--- config.mk ---
export PLATFORM = sky130hd
export DESIGN_NAME = channel_sample_demux
export DESIGN_NICKNAME = d
export VERILOG_FILES = /design/src/rtl/channel_sample_demux.sv
export SDC_FILE = /design/constraint.sdc
export NUM_CORES = 1
export LEC_CHECK = 0
export BUFFER_PORTS_ARGS = -buffer_cell sky130_fd_sc_hd__buf_2
export CORE_MARGIN = 2
export CORE_UTILIZATION = 51
export DETAILED_ROUTE_END_ITERATION = 10
export GPL_ROUTABILITY_DRIVEN = 0
export PLACE_DENSITY_LB_ADDON = 0.15
export SETUP_SLACK_MARGIN = 0.05
export SLEW_MARGIN = 20
export SYNTH_ARGS = -nofsm -noshare
export SYNTH_HDL_FRONTEND = slang
export SYNTH_SLANG_ARGS = --single-unit
--- constraint.sdc ---
create_clock -name sd_Clk -period 1.9 [get_ports sd_Clk]
set_clock_uncertainty 0.15 [all_clocks]
set_input_delay 0.19 -clock sd_Clk [delete_from_list [all_inputs] [get_ports sd_Clk]]
set_output_delay 0.19 -clock sd_Clk [all_outputs]
set_load 0.005 [all_outputs]
--- src/rtl/channel_sample_demux.sv ---
// Routes delayed ADC words to four channel registers by select tag.
// Optional 4-sample averaging per channel: define SD_AVERAGE_EN.
module channel_sample_demux #(
   parameter int LATENCY = 7
) (
   input  logic        sd_Clk,
   input  logic        sd_Rst,
   input  logic        sd_En,
   input  logic [3:0]  sd_Sel,
   input  logic [11:0] sd_Adc,
   output logic [11:0] sd_Ch0,
   output logic [11:0] sd_Ch1,
   output logic [11:0] sd_Ch2,
   output logic [11:0] sd_Ch3,
   output logic [3:0]  sd_Valid,
   output logic        sd_Frame
);

   typedef struct packed {
      logic       v;
      logic [1:0] ch;
   } tag_t;

   tag_t               sel_tag;
   tag_t [LATENCY-1:0] pipe_q;
   tag_t [LATENCY-1:0] pipe_d;
   tag_t               head;
   logic               cap;

   logic [3:0][11:0] ch_q;
   logic [3:0][11:0] ch_d;
   logic [3:0]       vld_q;
   logic [3:0]       vld_d;
   logic             frame_q;
   logic             frame_d;

   always_comb begin
      sel_tag = '0;
      unique case (1'b1)
         (sd_Sel == 4'd2):  sel_tag = '{v: 1'b1, ch: 2'd0};
         (sd_Sel == 4'd6):  sel_tag = '{v: 1'b1, ch: 2'd1};
         (sd_Sel == 4'd10): sel_tag = '{v: 1'b1, ch: 2'd2};
         (sd_Sel == 4'd13): sel_tag = '{v: 1'b1, ch: 2'd3};
         default:           sel_tag = '0;
      endcase
      if (!sd_En) sel_tag.v = 1'b0;
   end

   // Disabling flushes every stage so no stale tag survives re-enable
   always_comb begin
      pipe_d    = pipe_q;
      pipe_d[0] = sel_tag;
      for (int i = 1; i < LATENCY; i++) begin
         pipe_d[i] = pipe_q[i-1];
      end
      if (!sd_En) begin
         for (int i = 0; i < LATENCY; i++) begin
            pipe_d[i].v = 1'b0;
         end
      end
   end

   assign head = pipe_q[LATENCY-1];
   assign cap  = sd_En & head.v;

`ifdef SD_AVERAGE_EN
   logic [3:0][13:0] acc_q;
   logic [3:0][13:0] acc_d;
   logic [3:0][1:0]  cnt_q;
   logic [3:0][1:0]  cnt_d;
   logic [13:0]      sum;

   always_comb begin
      ch_d  = ch_q;
      vld_d = '0;
      acc_d = acc_q;
      cnt_d = cnt_q;
      sum   = acc_q[head.ch] + {2'b00, sd_Adc};
      if (cap) begin
         if (cnt_q[head.ch] == 2'd3) begin
            ch_d[head.ch]  = sum[13:2];
            vld_d[head.ch] = 1'b1;
            acc_d[head.ch] = '0;
            cnt_d[head.ch] = '0;
         end else begin
            acc_d[head.ch] = sum;
            cnt_d[head.ch] = cnt_q[head.ch] + 2'd1;
         end
      end
      if (!sd_En) begin
         acc_d = '0;
         cnt_d = '0;
      end
   end

   always_ff @(posedge sd_Clk or negedge sd_Rst) begin
      if (!sd_Rst) begin
         acc_q <= '0;
         cnt_q <= '0;
      end else begin
         acc_q <= acc_d;
         cnt_q <= cnt_d;
      end
   end
`else
   always_comb begin
      ch_d  = ch_q;
      vld_d = '0;
      if (cap) begin
         ch_d[head.ch]  = sd_Adc;
         vld_d[head.ch] = 1'b1;
      end
   end
`endif

   assign frame_d = vld_d[3];

   always_ff @(posedge sd_Clk or negedge sd_Rst) begin
      if (!sd_Rst) begin
         pipe_q  <= '0;
         ch_q    <= '0;
         vld_q   <= '0;
         frame_q <= 1'b0;
      end else begin
         pipe_q  <= pipe_d;
         ch_q    <= ch_d;
         vld_q   <= vld_d;
         frame_q <= frame_d;
      end
   end

   assign sd_Ch0   = ch_q[0];
   assign sd_Ch1   = ch_q[1];
   assign sd_Ch2   = ch_q[2];
   assign sd_Ch3   = ch_q[3];
   assign sd_Valid = vld_q;
   assign sd_Frame = frame_q;

endmodule

==> results of run 1 <==
-- area by class of cell --
| class | count | area [sq um] |
|---|---|---|
| sequential | 73 | 1830 |
| clock buffer | 13 | 159 |
| inverter | 3 | 11.3 |
| tap | 67 | 83.8 |
| clock inverter | 3 | 15.0 |
| fill | 328 | 1420 |
| multi-input combinational | 70 | 686 |
| timing repair buffer | 95 | 588 |
-- cells by family (layout without fill, tap and decap cells) --
logic type	after synthesis	count (layout)	share of synthesized area
muxes	48	48	0.211
DFF	73	73	0.715
buffers and inverters	9	114	0.0171
and+or+nand+nor	18	18	0.0470
AOI/OAI and AO/OA	4	4	0.00979
-- critical path, cell delays in order --
cell           delay, ps
dlygate4sd3_1        530
buf_2                150
nor2_1               100
nand2_1               50
a21boi_0             160
dlygate4sd3_1        570
-- cells in the mapped netlist --
cell | count | share of area
a21boi_0 | 1 | 0.0029
and2_1 | 7 | 0.017
nor3_2 | 1 | 0.0039
nand4b_1 | 2 | 0.0069
and4b_1 | 1 | 0.0039
mux2_1 | 10 | 0.044
nand3b_1 | 2 | 0.0059
nor2_1 | 1 | 0.0015
buf_2 | 5 | 0.0098
mux2_2 | 38 | 0.17
buf_4 | 1 | 0.0029
o21a_1 | 1 | 0.0029
dfrtp_1 | 73 | 0.71
a21oi_1 | 1 | 0.0020
o21ai_0 | 1 | 0.0020
inv_1 | 3 | 0.0044
nand4_1 | 1 | 0.0024
nand2b_1 | 1 | 0.0024
nand2_1 | 2 | 0.0029
-- cell usage in the layout (no fill, tap or decap), types with 3 or more instances in the layout --
cell type      instances
dfrtp_1               73
buf_2                 71
mux2_2                38
dlygate4sd3_1         16
clkbuf_8              11
mux2_1                10
and2_1                 7
buf_4                  7
inv_1                  3
clkinv_2               3
-- metal layers --
metal | share of wire | global-route usage | up-vias
met4 | 0.026 | 0.113 | 0
met5 | 0 | 0 | -
met2 | 0.49 | 0.318 | 49
met1 | 0.44 | 0.232 | 760
li1 | - | - | 725
met3 | 0.045 | 0.0415 | 10
-- flip-flops by register name, summed over array words and instances (netlist names) --
| register | count |
|---|---|
| head | 3 |
| sd_Frame | 1 |
| sd_Ch3 | 12 |
| pipe_q | 6 |
| sd_Ch1 | 12 |
| pipe_d | 12 |
| sd_Valid | 3 |
| sd_Ch0 | 12 |
| sd_Ch2 | 12 |
-- repair_timing --
action	in CTS	in global routing
gates resized for setup	0	0
hold endpoints to repair	121	0
hold buffers	16	0
-- final timing paths --
kind                       startpoint   endpoint  slack, ps
max in group asynchronous      sd_Rst  sd_Ch3[1]       1050
min in group asynchronous      sd_Rst  sd_Ch1[6]        250
max                         sd_Sel[2]  pipe_d[4]        280
min                             sd_En  pipe_q[2]        110
max reg2reg                   head[0]  sd_Ch0[1]        350
min reg2reg                pipe_d[19]    head[1]        200
-- power by group through the flow --
stage          clock, W  sequential (W)  combinational, W
2_1_floorplan         0         0.00161         0.0000172
3_3_place_gp          0         0.00161         0.0000909
3_5_place_dp          0         0.00162         0.0000955
4_1_cts         0.00108         0.00159          0.000121
5_1_grt         0.00115         0.00159          0.000134
6_report        0.00105         0.00159          0.000119
-- per-stage QoR --
step	instances	worst slack (ps)	util	total power, W
floorplan	152	387	-	0.00163
global placement	292	396	0.634	0.00171
CTS	324	327	0.704	0.00279
detailed placement	292	341	0.634	0.00171
finish	324	277	0.704	0.00276
global route	324	184	0.704	0.00287
==> results.json, run 1 <==
{
  "status": "finished clean",
  "avgRoutedWirePerCell_um": 14.9,
  "internal-power_w": 0.00217,
  "grt_antenna_before_repair": 0,
  "cts_buffers": 9,
  "synth.avg_cell_area_sq_um": 16.8,
  "maxSlewViolCount": 0,
  "synth_seq_area_share": 0.715,
  "drt_iter0_drc": 51,
  "vias": 1544,
  "final_area_sq_um": 3370,
  "worstSetupStartpointType": "input pin",
  "cts_tree": "yes",
  "io_buffer_count": 71,
  "comb_power_share": 0.043,
  "rows": 25,
  "drive_gt1_frac": 0.514,
  "ys_types": 19,
  "worst_pin_slew_ps": 366,
  "num-nets-final": 271,
  "cts_buffer_depth": 2,
  "hold_depth": 3,
  "end_kind": "flop",
  "hold_violations": 0,
  "clkLatencyLatePin_ps": 340,
  "hp-class": "in -> reg",
  "fmax_mhz": 616,
  "cap_violations": 0,
  "cts_htree_levels": 3,
  "post-cts-setup-buffers": 0,
  "drc": 0,
  "tns_ps": 0,
  "required_ps": 2020,
  "drt_wl_total_um": 4820,
  "grt_usage": 0.192,
  "max_slew_margin": 0.756,
  "grt_first_pass_wirelength_um": 7620,
  "crit_fanout": 5,
  "start_util": 0.534,
  "timing.final.crit_share": 0.854,
  "clkTransAtPathRegs_ps": 70,
  "p_leak_nw": 1.96,
  "crit_type": "in -> reg",
  "areaGrowthSynthToFinish_pct": 31.8,
  "grt_max_degree": 74,
  "dr.pass1.iters": 4,
  "synth_seq_cells": 73,
  "hold_ws_ps": 108,
  "yosys_warnings": 0,
  "chipHeight_um": 74.8,
  "syn_area_sq_um": 2560,
  "drtAntennaViolNets": 0,
  "p_per_area_nw_per_um2": 819,
  "sequentialPowerShare": 0.575,
  "routed_via_density": 4.77,
  "grt_pass1_vias": 1570,
  "design.die.area_sq_um": 5590,
  "cts-root-buf": "clkbuf_8",
  "dieWidth_um": 74.8,
  "diodes": 0,
  "gr-total-overflow": 0,
  "report.final.setup_viol": 0,
  "reg2reg_depth": 3,
  "ir_drop_v": 0.000533,
  "coreArea_sq_um": 4790,
  "critPathArrivalTime_ps": 1740,
  "clockPowerShare": 0.382,
  "swShare": 0.213,
  "place_area_sq_um": 3040,
  "num_io_pins": 72,
  "dp_hpwl_um": 3400,
  "synth_nets": 171,
  "synth_cells": 152,
  "fin_crit_ps": 1620,
  "p_sw_w": 0.000587,
  "grt_setup_unrepaired": "false",
  "clock_sinks": 73
}
No activity file was read; power rests on OpenSTA's default activity.
==> run 2, diff against run 1 <==
- CORE_MARGIN: 2 -> not set
- RECOVER_POWER: not set -> 25
- REMOVE_ABC_BUFFERS: not set -> 1
==> run 2 against run 1 <==
Maximum frequency decreased by 0.86%. Flip-flop and latch count is the same. Count of clock-buffer cells in the layout grew 1. Combinational power is 5% lower. Non-clock buffer count grew 1. Hold slack worse by 74 ps. Via count up 1.5%. Critical path depth stayed put. Sequential power is essentially flat. Sequential share of layout area decreased by 0.22 points.
==> results.json, run 2 (same netlist as run 1, synthesis figures left out) <==
{
  "status": "finished clean",
  "final_area_sq_um": 3380,
  "p_leak_nw": 1.96,
  "io_buffer_count": 71,
  "design.die.area_sq_um": 5300,
  "max_slew_margin": 0.369,
  "drt_iter0_drc": 49,
  "dp_hpwl_um": 3330,
  "chipHeight_um": 72.8,
  "use_met1": 0.253,
  "num-nets-final": 272,
  "drt_wl_total_um": 4820,
  "dr.pass1.iters": 4,
  "rows": 25,
  "gr-total-overflow": 0,
  "place_area_sq_um": 3040,
  "busiest_layer": "met2",
  "grtUsageMet2": 0.327,
  "maxSlewViolCount": 0,
  "cts_buffers": 9,
  "fillCellCount": 331,
  "drtAntennaViolNets": 0,
  "post-cts-setup-buffers": 0,
  "cts_buffer_depth": 2,
  "tns_ps": 0,
  "worstSetupStartpointType": "input pin",
  "hold_violations": 0,
  "cts-root-buf": "clkbuf_8",
  "clkLatencyLatePin_ps": 330,
  "multi_input_area_sq_um": 686,
  "clock_sinks": 73,
  "ir_drop_v": 0.000745,
  "areaGrowthSynthToFinish_pct": 32.4,
  "p_per_area_nw_per_um2": 835,
  "layout.cells.most_common": "dfrtp_1",
  "cts_tree": "yes",
  "avgRoutedWirePerCell_um": 14.8,
  "grt_usage": 0.204,
  "drive_gt1_frac": 0.519,
  "diodes": 0,
  "hp-class": "in -> reg",
  "met3_usage": 0.0608,
  "coreArea_sq_um": 4790,
  "num_io_pins": 72,
  "dieWidth_um": 72.8,
  "cap_violations": 0,
  "start_util": 0.534,
  "fmax_mhz": 611,
  "grt_setup_unrepaired": "false",
  "end_kind": "flop",
  "vias": 1567,
  "drc": 0,
  "grt_pass1_vias": 1565,
  "worst_pin_slew_ps": 947,
  "clkTransAtPathRegs_ps": 60,
  "seq_area_sq_um": 1830,
  "crit_type": "in -> reg",
  "routed_via_density": 4.82,
  "crit_fanout": 5,
  "report.final.setup_viol": 0,
  "grt_max_degree": 74,
  "required_ps": 2010,
  "grt_antenna_before_repair": 0,
  "fin_crit_ps": 1640,
  "grt_first_pass_wirelength_um": 7820,
  "critPathArrivalTime_ps": 1750,
  "final_cell_mix": "73 x dfrtp_1, 71 x buf_2, 38 x mux2_2",
  "cts_htree_levels": 3,
  "timing.final.crit_share": 0.862
}
==> run 2: what timing repair did <==
item | CTS | global route
endpoints found under the setup margin | 0 | 0
gates resized for setup | 0 | 0
endpoints found under the hold margin | 120 | 0
hold buffers | 16 | 0
==> run 2: worst max-delay path: stages <==
cell	delay [ps]
dlygate4sd3_1	530
buf_2	150
nor2_1	110
nand2_1	50
a21boi_0	160
dlygate4sd3_1	570
==> run 2: final cells by class <==
class,count,area share
inverters,3,0.00333
flip-flops and latches,73,0.540
well taps,67,0.0248
clock inverters,2,0.00296
clock buffers,14,0.0540
repair buffers,96,0.172
multi-input cells,70,0.203
==> run 2: stage by stage <==
step / cells / setup WS, ps / power (W) / hold WS (ps) / utilization
after floorplan: 146 / 226 / 0.00163 / -256 / -
after global placement: 293 / 497 / 0.00170 / 85.3 / 0.636
after detailed placement: 293 / 469 / 0.00171 / 96.0 / 0.636
after CTS: 325 / 295 / 0.00286 / 7.29 / 0.710
after global routing: 325 / 205 / 0.00294 / 35.8 / 0.707
final: 325 / 263 / 0.00282 / 34.2 / 0.707
==> run 2: worst paths after layout <==
check                      startpoint    endpoint  slack (ps)  cells past startpoint
max in group asynchronous      sd_Rst   sd_Ch1[2]         500                      3
setup / recovery            sd_Sel[2]   pipe_d[4]         260                      6
setup reg to reg              head[0]   sd_Ch0[0]         450                      3
hold reg to reg             pipe_d[9]  pipe_d[12]         200                      0
min in group asynchronous      sd_Rst   sd_Ch0[6]         500                      3
hold / removal                  sd_En   pipe_q[2]          30                      2
==> run 2: per-layer routing <==
metal	routed length (um)	share of wire	vias to the layer above
li1	-	-	720
met1	2050	0.42	786
met2	2460	0.51	52
met3	225	0.047	9
met4	87	0.018	0
met5	0	0	-
==> run 2: power breakdown <==
group	internal (W)	switching [W]	leakage, nW	total (W)
registers	0.00158	0.00000971	1.01	0.00159
clock network	0.000614	0.000511	0.102	0.00112
logic	0.0000516	0.0000618	0.850	0.000113
==> run 3, diff against run 2 <==
==> constraint.sdc (replaced) <==
create_clock -name sd_Clk -period 1.9 [get_ports sd_Clk]
set_clock_uncertainty 0.15 [all_clocks]
set_input_delay 0.285 -clock sd_Clk [delete_from_list [all_inputs] [get_ports sd_Clk]]
set_output_delay 0.285 -clock sd_Clk [all_outputs]
set_load 0.005 [all_outputs]
==> run 3 against run 2 <==
Critical path depth down 3. Maximum frequency grew 12%. Hold slack better by 23 ps. Power fell by 4.3%. Register-to-register slack is essentially flat. Worst setup slack improved by 180 ps. Critical path type is now reg -> reg. Highest routed layer unchanged.
==> results.json, run 3 (same netlist as run 1, synthesis figures left out) <==
{
  "report.final.setup_viol": 0,
  "clkTransAtPathRegs_ps": 70,
  "max_stage_delay_ps": 420,
  "critPathArrivalTime_ps": 1520,
  "io_buffer_count": 71,
  "diodes": 0,
  "comb_power_share": 0.034,
  "sequentialPowerShare": 0.587,
  "chipHeight_um": 72.8,
  "avgRoutedWirePerCell_um": 15.4,
  "internal-power_w": 0.00214,
  "drt_wl_total_um": 4740,
  "grt_max_degree": 74,
  "num_io_pins": 72,
  "drt_iter0_drc": 79,
  "p_sw_w": 0.000559,
  "cts_tree": "yes",
  "grt_antenna_before_repair": 0,
  "coreArea_sq_um": 4790,
  "required_ps": 1960,
  "dr.pass1.iters": 3,
  "drive_gt1_frac": 0.531,
  "busiest_layer": "met2",
  "fmax_mhz": 686,
  "cp.buffers_inverters": 1,
  "cts_buffers": 9,
  "end_kind": "flop",
  "rows": 25,
  "cp_cell_sequence": "nor3_2 -> buf_4 -> mux2_1",
  "ctsResizeCount": 0,
  "drc": 0,
  "gr-total-overflow": 0,
  "hp-class": "in -> reg",
  "p_per_area_nw_per_um2": 841,
  "grtUsageMet2": 0.305,
  "final_cell_mix": "73 x dfrtp_1, 69 x buf_2, 38 x mux2_2",
  "crit_fanout": 13,
  "grt_first_pass_wirelength_um": 7410,
  "worst_pin_slew_ps": 376,
  "ir_drop_v": 0.000503,
  "cts-root-buf": "clkbuf_8",
  "use_met1": 0.251,
  "grt_setup_unrepaired": "false",
  "max_slew_margin": 0.750,
  "crit_path_top_delay_cell": "dfrtp_1",
  "clockPowerShare": 0.379,
  "finish.utilization": 0.671,
  "tns_ps": 0,
  "clkLatencyLatePin_ps": 330,
  "dp_hpwl_um": 3300,
  "drtAntennaViolNets": 0,
  "hold_violations": 0,
  "crit_family": "flip-flops",
  "status": "finished clean",
  "maxSlewViolCount": 0,
  "vias": 1512,
  "num-nets-final": 257,
  "setup_ws_ps": 443,
  "areaGrowthSynthToFinish_pct": 25.7,
  "p_leak_nw": 1.88,
  "fin_crit_ps": 1460,
  "grt_pass1_vias": 1484,
  "met3_usage": 0.0691,
  "routed_via_density": 4.91,
  "layout.cells.most_common": "dfrtp_1",
  "post-place-ws_ps": 345,
  "grt_usage": 0.199,
  "swShare": 0.207,
  "cts_htree_levels": 3,
  "start_util": 0.534,
  "worstSetupStartpointType": "flop",
  "cap_violations": 0,
  "design.die.area_sq_um": 5300,
  "dieWidth_um": 72.8,
  "timing.final.crit_share": 0.767,
  "cts_buffer_depth": 2,
  "crit_type": "reg -> reg",
  "clock_sinks": 73
}
==> run 3: cell types whose count changed in the layout (fill, tap and decap cells not counted) <==
cell           change
clkbuf_4           -1
clkbuf_8           -2
buf_2              -2
clkinv_2           -2
buf_12             +1
and2_0             -1
dlygate4sd3_1     -15
clkbuf_1           +4
and2_1             +1
==> run 3: worst reg2reg max path, cell delays in order (launching register included) <==
cell     delay (ps)
dfrtp_1         420
nor3_2          180
buf_4           240
mux2_1          350
==> run 3: final cells by class <==
cell class | instances | area [sq um]
Inverter | 3 | 11.3
Clock buffer | 14 | 163
Multi-Input combinational cell | 70 | 686
Timing Repair Buffer | 81 | 443
Tap cell | 67 | 83.8
Fill cell | 370 | 1570
Sequential cell | 73 | 1830
==> run 3: power groups by stage <==
stage	clock network, W	registers, W	logic [W]
global route	0.00112	0.00159	0.000106
CTS	0.00106	0.00159	0.0000967
global placement	0	0.00161	0.0000893
finish	0.00102	0.00159	0.0000928
detailed placement	0	0.00162	0.0000948
floorplan	0	0.00161	0.0000149
==> run 3: routing by layer <==
| metal | part of all wire | up-vias | wire, um |
|---|---|---|---|
| li1 | - | 693 | - |
| met1 | 0.44 | 759 | 2090 |
| met2 | 0.50 | 51 | 2350 |
| met3 | 0.048 | 9 | 228 |
| met4 | 0.016 | 0 | 76 |
| met5 | 0 | - | 0 |
==> run 3: stage by stage <==
stage	std cells	cell area [sq um]	hold WS, ps	total power (W)
finish	308	3210	56.9	0.00270
global route	308	3210	55.3	0.00281
CTS	308	3220	43.6	0.00274
detailed placement	293	3040	186	0.00171
global placement	293	3040	182	0.00170
floorplan	146	2520	-161	0.00163
==> run 3: worst paths after layout <==
check | end | cells after the start | from | slack [ps]
worst max-delay path | sd_Ch0[4] | 3 | head[0] | 440
worst min register to register | pipe_d[9] | 0 | pipe_d[6] | 200
max in group asynchronous | pipe_q[2] | 3 | sd_Rst | 880
min in group asynchronous | sd_Ch1[5] | 3 | sd_Rst | 410
worst min-delay path | sd_Ch0[7] | 2 | sd_Adc[7] | 60
worst max register to register | sd_Ch0[4] | 3 | head[0] | 440
==> run 3: timing repair <==
item                                   4_1_cts  5_1_grt
endpoints found under the hold margin       73        0
hold buffers                                 1        0
buffers inserted                             0        0
